File: src/rtl/riscv_ctrl_pkg.sv
// Shared encodings and types for the RV32I(M) control decoder and its pipelined wrapper.
package riscv_ctrl_pkg;

    localparam logic [6:0] OPC_LUI    = 7'b0110111;
    localparam logic [6:0] OPC_AUIPC  = 7'b0010111;
    localparam logic [6:0] OPC_JAL    = 7'b1101111;
    localparam logic [6:0] OPC_JALR   = 7'b1100111;
    localparam logic [6:0] OPC_BRANCH = 7'b1100011;
    localparam logic [6:0] OPC_LOAD   = 7'b0000011;
    localparam logic [6:0] OPC_STORE  = 7'b0100011;
    localparam logic [6:0] OPC_OP_IMM = 7'b0010011;
    localparam logic [6:0] OPC_OP     = 7'b0110011;

    localparam logic [6:0] FUN7_MULDIV = 7'b0000001;
    localparam logic [2:0] FUN3_SR     = 3'b101;

    // Writeback result select.
    localparam logic [1:0] RES_NONE = 2'd0;
    localparam logic [1:0] RES_IMM  = 2'd1;
    localparam logic [1:0] RES_ALU  = 2'd2;
    localparam logic [1:0] RES_LINK = 2'd3;

    // Immediate-format select.
    localparam logic [2:0] WM_R = 3'd0;
    localparam logic [2:0] WM_J = 3'd1;
    localparam logic [2:0] WM_S = 3'd2;
    localparam logic [2:0] WM_U = 3'd3;
    localparam logic [2:0] WM_I = 3'd4;

    typedef enum logic [1:0] {
        RUN      = 2'd0,
        MEM_WAIT = 2'd1,
        MUL_WAIT = 2'd2
    } state_t;

    // alu_op is carried at its widest; narrower configurations take the low bits.
    typedef struct packed {
        logic       d_mem_r;
        logic       d_mem_w;
        logic       jump;
        logic       branch;
        logic       wrten_reg;
        logic       mux_d_mem;
        logic       mux_inp_1;
        logic       mux_inp_2;
        logic       mux_complmnt;
        logic       muldiv;
        logic       illegal;
        logic [1:0] mux_result;
        logic [2:0] mux_wire_module;
        logic [3:0] alu_op;
    } ctrl_t;

endpackage

File: src/rtl/pipelined_control_if.sv
// Decode-stage inputs, hazard inputs and the registered ID/EX control bundle.
interface pipelined_control_if #(
    parameter int ALU_OP_W   = 4,
    parameter int REG_ADDR_W = 5
);
    logic                  instr_valid;
    logic [6:0]            opcode;
    logic [2:0]            fun_3;
    logic [6:0]            fun_7;
    logic [REG_ADDR_W-1:0] rs1;
    logic [REG_ADDR_W-1:0] rs2;
    logic [REG_ADDR_W-1:0] rd;
    logic                  flush;
    logic                  d_mem_busy;
    logic                  muldiv_done;

    logic                  stall_id;
    logic                  ex_valid;
    logic [REG_ADDR_W-1:0] ex_rd;
    logic                  ex_d_mem_r;
    logic                  ex_d_mem_w;
    logic                  ex_jump;
    logic                  ex_branch;
    logic                  ex_wrten_reg;
    logic                  ex_mux_d_mem;
    logic                  ex_mux_inp_1;
    logic                  ex_mux_inp_2;
    logic                  ex_mux_complmnt;
    logic                  ex_muldiv;
    logic                  ex_illegal;
    logic [1:0]            ex_mux_result;
    logic [2:0]            ex_mux_wire_module;
    logic [ALU_OP_W-1:0]   ex_alu_op;

    modport master (
        output instr_valid, opcode, fun_3, fun_7, rs1, rs2, rd,
               flush, d_mem_busy, muldiv_done,
        input  stall_id, ex_valid, ex_rd, ex_d_mem_r, ex_d_mem_w, ex_jump,
               ex_branch, ex_wrten_reg, ex_mux_d_mem, ex_mux_inp_1,
               ex_mux_inp_2, ex_mux_complmnt, ex_muldiv, ex_illegal,
               ex_mux_result, ex_mux_wire_module, ex_alu_op
    );

    modport slave (
        input  instr_valid, opcode, fun_3, fun_7, rs1, rs2, rd,
               flush, d_mem_busy, muldiv_done,
        output stall_id, ex_valid, ex_rd, ex_d_mem_r, ex_d_mem_w, ex_jump,
               ex_branch, ex_wrten_reg, ex_mux_d_mem, ex_mux_inp_1,
               ex_mux_inp_2, ex_mux_complmnt, ex_muldiv, ex_illegal,
               ex_mux_result, ex_mux_wire_module, ex_alu_op
    );
endinterface

File: src/rtl/ctrl_decode.sv
// Pure combinational RV32I(M) control decoder, shared with the single-cycle core.
module ctrl_decode
    import riscv_ctrl_pkg::*;
#(
    parameter int ALU_OP_W     = 4,
    parameter int ENABLE_M_EXT = 0
) (
    input  logic       instr_valid,
    input  logic [6:0] opcode,
    input  logic [2:0] fun_3,
    input  logic [6:0] fun_7,
    output ctrl_t      ctrl
);
    localparam bit WIDE_ALU_OP = (ALU_OP_W >= 4);
    localparam bit M_EXT       = (ENABLE_M_EXT != 0);

    always_comb begin
        // NOTE: full default first so no path through the case leaves ctrl unassigned (no latch).
        ctrl = '0;
        if (instr_valid) begin
            case (opcode)
                OPC_LUI: begin
                    ctrl.mux_result      = RES_IMM;
                    ctrl.mux_wire_module = WM_U;
                    ctrl.mux_d_mem       = 1'b1;
                    ctrl.wrten_reg       = 1'b1;
                end
                OPC_AUIPC: begin
                    ctrl.mux_result      = RES_ALU;
                    ctrl.mux_wire_module = WM_U;
                    ctrl.mux_inp_1       = 1'b1;
                    ctrl.mux_inp_2       = 1'b1;
                    ctrl.mux_d_mem       = 1'b1;
                    ctrl.wrten_reg       = 1'b1;
                end
                OPC_JAL: begin
                    ctrl.mux_result      = RES_LINK;
                    ctrl.mux_wire_module = WM_J;
                    ctrl.mux_inp_1       = 1'b1;
                    ctrl.mux_inp_2       = 1'b1;
                    ctrl.mux_d_mem       = 1'b1;
                    ctrl.wrten_reg       = 1'b1;
                    ctrl.jump            = 1'b1;
                end
                OPC_JALR: begin
                    ctrl.mux_result      = RES_LINK;
                    ctrl.mux_wire_module = WM_I;
                    ctrl.mux_inp_2       = 1'b1;
                    ctrl.mux_d_mem       = 1'b1;
                    ctrl.wrten_reg       = 1'b1;
                    ctrl.jump            = 1'b1;
                end
                OPC_BRANCH: begin
                    ctrl.branch       = 1'b1;
                    ctrl.mux_complmnt = 1'b1;
                end
                OPC_LOAD: begin
                    ctrl.mux_result      = RES_ALU;
                    ctrl.mux_wire_module = WM_I;
                    ctrl.mux_inp_2       = 1'b1;
                    ctrl.wrten_reg       = 1'b1;
                    ctrl.d_mem_r         = 1'b1;
                end
                OPC_STORE: begin
                    ctrl.mux_result      = RES_ALU;
                    ctrl.mux_wire_module = WM_S;
                    ctrl.mux_inp_2       = 1'b1;
                    ctrl.d_mem_w         = 1'b1;
                end
                OPC_OP_IMM: begin
                    ctrl.mux_result      = RES_ALU;
                    ctrl.mux_wire_module = WM_I;
                    ctrl.mux_inp_2       = 1'b1;
                    ctrl.mux_d_mem       = 1'b1;
                    ctrl.wrten_reg       = 1'b1;
                    // Only SRAI carries the arithmetic qualifier among the immediates.
                    ctrl.alu_op = {WIDE_ALU_OP && (fun_3 == FUN3_SR) && fun_7[5], fun_3};
                end
                OPC_OP: begin
                    if (fun_7 == FUN7_MULDIV && !M_EXT) begin
                        ctrl.illegal = 1'b1;
                    end else begin
                        ctrl.mux_result      = RES_ALU;
                        ctrl.mux_wire_module = WM_R;
                        ctrl.mux_d_mem       = 1'b1;
                        ctrl.wrten_reg       = 1'b1;
                        ctrl.muldiv          = (fun_7 == FUN7_MULDIV);
                        ctrl.mux_complmnt    = (fun_7 != FUN7_MULDIV) && fun_7[5];
                        ctrl.alu_op          = {WIDE_ALU_OP && fun_7[5], fun_3};
                    end
                end
                default: ctrl.illegal = 1'b1;
            endcase
        end
    end
endmodule

File: src/rtl/pipelined_control.sv
// Decode-stage control with ID/EX control register, load-use/cache/mul-div stall and flush bubbles.
module pipelined_control
    import riscv_ctrl_pkg::*;
#(
    parameter int ALU_OP_W     = 4,
    parameter int REG_ADDR_W   = 5,
    parameter int ENABLE_M_EXT = 0
) (
    input logic               clk,
    input logic               reset_n,
    pipelined_control_if.slave bus
);
    ctrl_t                 dec;
    ctrl_t                 ex_q;
    logic                  ex_valid_q;
    logic [REG_ADDR_W-1:0] ex_rd_q;
    state_t                state;
    logic                  flush_pend;
    logic                  mem_cond;
    logic                  mul_cond;
    logic                  hold;
    logic                  load_use;
    logic                  kill;

    ctrl_decode #(
        .ALU_OP_W     (ALU_OP_W),
        .ENABLE_M_EXT (ENABLE_M_EXT)
    ) u_decode (
        .instr_valid (bus.instr_valid),
        .opcode      (bus.opcode),
        .fun_3       (bus.fun_3),
        .fun_7       (bus.fun_7),
        .ctrl        (dec)
    );

    assign mem_cond = ex_valid_q & (ex_q.d_mem_r | ex_q.d_mem_w) & bus.d_mem_busy;
    assign mul_cond = ex_valid_q & ex_q.muldiv & ~bus.muldiv_done;

    // Waits are judged on the live condition so stall_id drops in the cycle it clears.
    always_comb begin
        hold = 1'b0;
        case (state)
            RUN:      hold = mem_cond | mul_cond;
            MEM_WAIT: hold = mem_cond;
            MUL_WAIT: hold = mul_cond;
            default:  hold = 1'b0;
        endcase
    end

    assign load_use = ex_valid_q & ex_q.d_mem_r & (ex_rd_q != '0) & bus.instr_valid
                    & ((ex_rd_q == bus.rs1) | (ex_rd_q == bus.rs2));
    assign kill     = bus.flush | flush_pend;

    assign bus.stall_id = hold | (load_use & ~kill);

    always_ff @(posedge clk or negedge reset_n) begin
        if (!reset_n) begin
            state      <= RUN;
            flush_pend <= 1'b0;
            ex_q       <= '0;
            ex_valid_q <= 1'b0;
            ex_rd_q    <= '0;
        end else begin
            // NOTE: non-blocking so every branch below sees this cycle's state, not a partial update.
            state <= mem_cond ? MEM_WAIT : (mul_cond ? MUL_WAIT : RUN);
            if (hold) begin
                if (bus.flush) flush_pend <= 1'b1;
            end else begin
                flush_pend <= 1'b0;
                if (kill || load_use) begin
                    ex_q       <= '0;
                    ex_valid_q <= 1'b0;
                    ex_rd_q    <= '0;
                end else begin
                    ex_q       <= dec;
                    ex_valid_q <= bus.instr_valid;
                    ex_rd_q    <= bus.instr_valid ? bus.rd : '0;
                end
            end
        end
    end

    assign bus.ex_valid           = ex_valid_q;
    assign bus.ex_rd              = ex_rd_q;
    assign bus.ex_d_mem_r         = ex_q.d_mem_r;
    assign bus.ex_d_mem_w         = ex_q.d_mem_w;
    assign bus.ex_jump            = ex_q.jump;
    assign bus.ex_branch          = ex_q.branch;
    assign bus.ex_wrten_reg       = ex_q.wrten_reg;
    assign bus.ex_mux_d_mem       = ex_q.mux_d_mem;
    assign bus.ex_mux_inp_1       = ex_q.mux_inp_1;
    assign bus.ex_mux_inp_2       = ex_q.mux_inp_2;
    assign bus.ex_mux_complmnt    = ex_q.mux_complmnt;
    assign bus.ex_muldiv          = ex_q.muldiv;
    assign bus.ex_illegal         = ex_q.illegal;
    assign bus.ex_mux_result      = ex_q.mux_result;
    assign bus.ex_mux_wire_module = ex_q.mux_wire_module;
    assign bus.ex_alu_op          = ex_q.alu_op[ALU_OP_W-1:0];
endmodule

File: src/flat_wrapper.sv
// flat-port wrapper written by rule: the top's interface ports become plain ports
module pipelined_control_flat import riscv_ctrl_pkg::*;
#(
    parameter int ALU_OP_W     = 4,
    parameter int REG_ADDR_W   = 5,
    parameter int ENABLE_M_EXT = 0
)
  (clk, reset_n, bus_instr_valid, bus_opcode, bus_fun_3, bus_fun_7, bus_rs1, bus_rs2, bus_rd, bus_flush, bus_d_mem_busy, bus_muldiv_done, bus_stall_id, bus_ex_valid, bus_ex_rd, bus_ex_d_mem_r, bus_ex_d_mem_w, bus_ex_jump, bus_ex_branch, bus_ex_wrten_reg, bus_ex_mux_d_mem, bus_ex_mux_inp_1, bus_ex_mux_inp_2, bus_ex_mux_complmnt, bus_ex_muldiv, bus_ex_illegal, bus_ex_mux_result, bus_ex_mux_wire_module, bus_ex_alu_op);
  pipelined_control_if #(.ALU_OP_W(ALU_OP_W), .REG_ADDR_W(REG_ADDR_W)) bus_i ();
  input logic clk;
  input logic reset_n;
  input wire logic [$bits(bus_i.instr_valid)-1:0] bus_instr_valid;
  input wire logic [$bits(bus_i.opcode)-1:0] bus_opcode;
  input wire logic [$bits(bus_i.fun_3)-1:0] bus_fun_3;
  input wire logic [$bits(bus_i.fun_7)-1:0] bus_fun_7;
  input wire logic [$bits(bus_i.rs1)-1:0] bus_rs1;
  input wire logic [$bits(bus_i.rs2)-1:0] bus_rs2;
  input wire logic [$bits(bus_i.rd)-1:0] bus_rd;
  input wire logic [$bits(bus_i.flush)-1:0] bus_flush;
  input wire logic [$bits(bus_i.d_mem_busy)-1:0] bus_d_mem_busy;
  input wire logic [$bits(bus_i.muldiv_done)-1:0] bus_muldiv_done;
  output wire logic [$bits(bus_i.stall_id)-1:0] bus_stall_id;
  output wire logic [$bits(bus_i.ex_valid)-1:0] bus_ex_valid;
  output wire logic [$bits(bus_i.ex_rd)-1:0] bus_ex_rd;
  output wire logic [$bits(bus_i.ex_d_mem_r)-1:0] bus_ex_d_mem_r;
  output wire logic [$bits(bus_i.ex_d_mem_w)-1:0] bus_ex_d_mem_w;
  output wire logic [$bits(bus_i.ex_jump)-1:0] bus_ex_jump;
  output wire logic [$bits(bus_i.ex_branch)-1:0] bus_ex_branch;
  output wire logic [$bits(bus_i.ex_wrten_reg)-1:0] bus_ex_wrten_reg;
  output wire logic [$bits(bus_i.ex_mux_d_mem)-1:0] bus_ex_mux_d_mem;
  output wire logic [$bits(bus_i.ex_mux_inp_1)-1:0] bus_ex_mux_inp_1;
  output wire logic [$bits(bus_i.ex_mux_inp_2)-1:0] bus_ex_mux_inp_2;
  output wire logic [$bits(bus_i.ex_mux_complmnt)-1:0] bus_ex_mux_complmnt;
  output wire logic [$bits(bus_i.ex_muldiv)-1:0] bus_ex_muldiv;
  output wire logic [$bits(bus_i.ex_illegal)-1:0] bus_ex_illegal;
  output wire logic [$bits(bus_i.ex_mux_result)-1:0] bus_ex_mux_result;
  output wire logic [$bits(bus_i.ex_mux_wire_module)-1:0] bus_ex_mux_wire_module;
  output wire logic [$bits(bus_i.ex_alu_op)-1:0] bus_ex_alu_op;
  assign bus_i.instr_valid = bus_instr_valid;
  assign bus_i.opcode = bus_opcode;
  assign bus_i.fun_3 = bus_fun_3;
  assign bus_i.fun_7 = bus_fun_7;
  assign bus_i.rs1 = bus_rs1;
  assign bus_i.rs2 = bus_rs2;
  assign bus_i.rd = bus_rd;
  assign bus_i.flush = bus_flush;
  assign bus_i.d_mem_busy = bus_d_mem_busy;
  assign bus_i.muldiv_done = bus_muldiv_done;
  assign bus_stall_id = bus_i.stall_id;
  assign bus_ex_valid = bus_i.ex_valid;
  assign bus_ex_rd = bus_i.ex_rd;
  assign bus_ex_d_mem_r = bus_i.ex_d_mem_r;
  assign bus_ex_d_mem_w = bus_i.ex_d_mem_w;
  assign bus_ex_jump = bus_i.ex_jump;
  assign bus_ex_branch = bus_i.ex_branch;
  assign bus_ex_wrten_reg = bus_i.ex_wrten_reg;
  assign bus_ex_mux_d_mem = bus_i.ex_mux_d_mem;
  assign bus_ex_mux_inp_1 = bus_i.ex_mux_inp_1;
  assign bus_ex_mux_inp_2 = bus_i.ex_mux_inp_2;
  assign bus_ex_mux_complmnt = bus_i.ex_mux_complmnt;
  assign bus_ex_muldiv = bus_i.ex_muldiv;
  assign bus_ex_illegal = bus_i.ex_illegal;
  assign bus_ex_mux_result = bus_i.ex_mux_result;
  assign bus_ex_mux_wire_module = bus_i.ex_mux_wire_module;
  assign bus_ex_alu_op = bus_i.ex_alu_op;
  pipelined_control #(.ALU_OP_W(ALU_OP_W), .REG_ADDR_W(REG_ADDR_W), .ENABLE_M_EXT(ENABLE_M_EXT)) u_core (.clk(clk), .reset_n(reset_n), .bus(bus_i));
endmodule
File: config.mk
export PLATFORM = sky130hd
export DESIGN_NAME = pipelined_control_flat
export DESIGN_NICKNAME = d
export VERILOG_FILES = /design/src/rtl/riscv_ctrl_pkg.sv /design/src/rtl/pipelined_control_if.sv /design/src/rtl/ctrl_decode.sv /design/src/rtl/pipelined_control.sv /design/src/flat_wrapper.sv
export SDC_FILE = /design/constraint.sdc
export NUM_CORES = 1
export LEC_CHECK = 0
export ABC_AREA = 1
export ABC_CLOCK_PERIOD_IN_PS = 4300
export BUFFER_PORTS_ARGS = -buffer_cell sky130_fd_sc_hd__buf_2
export CAP_MARGIN = 20
export CORE_MARGIN = 2
export CORE_UTILIZATION = 54
export DETAILED_ROUTE_END_ITERATION = 8
export PLACE_DENSITY = 0.87
export RECOVER_POWER = 50
export SYNTH_ARGS = -nofsm -noshare
export SYNTH_HDL_FRONTEND = slang
export SYNTH_HIERARCHICAL = 1
export SYNTH_SLANG_ARGS = --single-unit
File: constraint.sdc
create_clock -name clk -period 4.3 [get_ports clk]
set_clock_uncertainty 0.2 [all_clocks]
set_input_delay 0.215 -clock clk [delete_from_list [all_inputs] [get_ports clk]]
set_output_delay 0.215 -clock clk [all_outputs]
set_load 0.02 [all_outputs]
==> results <==
- The flow ran to the end, but the final reports show violations.
- The checks that failed: capacitance limit.
- The number of sinks handled by clock tree synthesis is 29.
- Setup repair after global routing left no endpoint under its margin.
- The pre-CTS setup slack is 2.07 ns.
- The leakage dissipation is 1.33 nW.
- The buffer type at the clock tree root is sky130_fd_sc_hd__clkbuf_8.
- Entering global routing, the biggest net connects 30 pins.
- The setup slack of the critical path after layout is 1.64 ns.
- Input and output buffers added on the ports amount to 64.
- From synthesis to final layout, the design area changed by 19.4%.
- The number of setup violations in the final report is 0.
- The number of antenna violations at the first check in global routing came to 0.
- The mapped netlist covers 1980 µm².
- The H-tree level count is 2.
- In the routed design, unresolved DRC markers number 0.
- The number of buffers on the longest clock path is 2.
- The share of post-route cells with drive strength above 1 is 30.2%.
- The delay of the slowest critical-path stage is 0.53 ns.
- Post-CTS repair changed the size of 0 cells.
- The count of endpoints failing hold in the final timing report is 0.
- The synthesized instance count is 278.
- The worst-case hold slack is 0.0543 ns.
- At the pin with the least slew margin, the transition time is 1.50 ns.
- The commonest register cell after synthesis is sky130_fd_sc_hd__dfrtp_1.
- The most numerous cell in the Yosys netlist is sky130_fd_sc_hd__nand2_1.
- For this run, asynchronously set or reset flops after synthesis account for 100%.
- Traced cell by cell, the critical path runs through dlygate4sd3_1, buf_2, nor2_1, inv_1, or2_1, nand2_2, inv_2, nand2_1, buf_2.
- Ranked by total cell area, the synthesized netlist is headed by sky130_fd_sc_hd__dfrtp_1 37%, sky130_fd_sc_hd__nand2_1 18%, sky130_fd_sc_hd__o21ai_2 8.8%.
- Wires add up to 4.23 mm.
- The power density over the cells is 261 nW/µm².
- The clock latency reported for the late side of the worst-skew pair is 0.28 ns.
- At the end of routability-driven placement, the weighted congestion stood at 0.955.
- The maximum net fanout on the critical path is 29.
- Summed over all instances, the cell type with the most area after synthesis is sky130_fd_sc_hd__dfrtp_1.
- The count of synthesis-stage warnings from yosys is 6.
- Along the worst hold path, the cell count comes to 3.
- IR analysis of the VDD net gives a maximum drop of 157 µV.
- The launching element type of the critical path is an input port.
- The arrival time at the worst endpoint is 2.24 ns.
- The width of the die is 64.6 µm.
- The via count of the first global-routing pass is 1698.
- STA puts the critical path data required time at 3.88 ns.
- The wire length of the first global-routing pass is 7.00 mm.
- STA classifies the critical path endpoint as an output pin.
- The top-area cell type share of the netlist area is 36.6%.
- The critical path's slowest cell is sky130_fd_sc_hd__dlygate4sd3_1.
- 65 I/O pins were placed.
- The unique cell type count in the Yosys netlist is 27.
- In this run, placement finished with an instance count of 381.
- For this run the aggregate overflow at the end of global routing stands at 0.
- In the routed layout, each cell is associated on average with a via count of 4.84.
- By count the netlist is led by 95 x sky130_fd_sc_hd__nand2_1, 34 x sky130_fd_sc_hd__inv_1, 34 x sky130_fd_sc_hd__nor2_1.
- Once the floorplan was initialized, standard cells occupied 55.0% of the core.
- Headroom to the max-slew limit came out at 0.230%.
- The flop and latch count out of synthesis is 29.
- The die span in y is 64.6 µm.
- The kind of critical path is input port to output pin.
- The floorplan step defined a die boundary enclosing 4170 µm².
- The tool flagged a number of max-cap violations equal to 1.
- The most frequent cell on the critical path is sky130_fd_sc_hd__buf_2.
- The number of flip-flops under the largest register name is 5.
- A synthesized cell averages 7.13 µm².
- The routed layout has 1898 vias.
- The total core area is 3610 µm².
- The wire-length estimate of the detail-placed layout is 3.22 mm.
- The detailed router's first-iteration violation count is 56.
- The count of nets left with antenna violations once routing finished came out at 0.
- The repair_antennas step left the layout with diodes totalling 0.
- The number of cells on the worst reg-to-reg path is 8.
- Adding up every negative setup slack in the final design gives 0 ns.
- Cells fill 65.6% of the core in the end.
- The number of clock buffers added by TritonCTS is 5.
- Sequential cells were found to cover 36.6% of the synthesized design area.
- The total global-route track usage is 21.6%.
- The row count is 22.
- The final critical path takes up 61.8% of the cycle.
- The count of cells in the finished layout, fillers not included, comes to 392.
- The worst path needs 2.66 ns of the cycle, external delays included.
- The clock tree from TritonCTS is done.
- The final layout contains 381 nets.
- The worst hold path belongs to the class input port to register.
- In this run, synthesis inferred 0 flip-flops with an integrated enable.
- The peak clock frequency supported by timing is 376 MHz.
- In the final routed layout, each cell accounts on average for 10.8 µm.
- The net count after synthesis is 316.
- For this run, the detailed router's first-pass iteration total came to 4.
- After clock tree synthesis, the clock-pin slew on the worst setup and hold paths is 0.06 ns.
- The number of pins exceeding their max-slew limit in the final report was 0.
stage by stage:
stage	power, mW	instance area (µm²)
floorplan	0.345	1980
global placement	0.374	2250
detailed placement	0.376	2250
CTS	0.622	2380
global route	0.646	2370
finish	0.617	2370
layout make-up:
class,instances,area (µm²)
clock inverters,1,5.00
clock buffers,7,96.3
inverters,40,150
well taps,48,60.1
repair buffers,67,335
flip-flops and latches,29,726
fillers,344,1240
multi-input cells,200,995
layout by cell type, fill, tap and decap left out, types with 3 or more instances in the layout:
cell type / Yosys / final
sky130_fd_sc_hd__nand2_2: 4 / 4
sky130_fd_sc_hd__nor2_2: 7 / 7
sky130_fd_sc_hd__inv_2: 6 / 6
sky130_fd_sc_hd__clkbuf_8: 0 / 7
sky130_fd_sc_hd__nand4_1: 9 / 9
sky130_fd_sc_hd__dfrtp_1: 29 / 29
sky130_fd_sc_hd__nand3_1: 8 / 8
sky130_fd_sc_hd__buf_2: 1 / 52
sky130_fd_sc_hd__nor2_1: 34 / 34
sky130_fd_sc_hd__a21oi_1: 6 / 6
sky130_fd_sc_hd__o21ai_2: 20 / 20
sky130_fd_sc_hd__clkbuf_1: 0 / 12
sky130_fd_sc_hd__dlygate4sd3_1: 0 / 3
sky130_fd_sc_hd__nand2_4: 5 / 5
sky130_fd_sc_hd__inv_1: 34 / 34
sky130_fd_sc_hd__nand2_1: 95 / 95
path summary, 6_finish.rpt:
kind | start | to | slack, ns
max | bus_muldiv_done | bus_stall_id | 1.64
min reg2reg | u_core/bus.ex_mux_inp_2$_DFFE_PN0N_ | u_core/bus.ex_mux_inp_2$_DFFE_PN0N_ | 0.28
max reg2reg | u_core/bus.ex_valid$_DFFE_PN0N_ | u_core/bus.ex_branch$_DFFE_PN0N_ | 2.22
max in group asynchronous | reset_n | u_core/bus.ex_mux_result[0]$_DFFE_PN0N_ | 2.39
min in group asynchronous | reset_n | u_core/bus.ex_mux_inp_2$_DFFE_PN0N_ | 0.63
min | bus_flush | u_core/flush_pend$_DFFE_PN0P_ | 0.05
cells by family after synthesis:
group                  synth area share [%]
buffers and inverters                  13.2
AO/OA/AOI/OAI                          11.5
AND/OR/NAND/NOR                        37.5
flip-flops                             36.6
XOR/XNOR                              0.883
other                                 0.189
worst max-delay path, delay by kind of cell:
kind,cells,cell delay (ns)
buffers and inverters,5,1.17
and+or+nand+nor,4,0.85
report_power, final:
group	internal, mW	leakage [nW]	switching [mW]
combinational	0.0327	0.878	0.0564
sequential	0.278	0.399	0.00514
clock	0.144	0.0542	0.101
total	0.455	1.33	0.162
metal layers:
metal | vias up | wire length [µm] | global-route usage (%)
met1 | 852 | 1870 | 25.6
met4 | 0 | 76 | 9.57
met3 | 6 | 251 | 4.69
li1 | 980 | - | -
met2 | 60 | 2030 | 37.6
met5 | - | 0 | 0
repair_timing:
action                    4_1_cts  5_1_grt
setup buffers                   0        0
hold endpoints to repair       31        0
hold buffers                    3        0
(Power assumes the default switching activity.)
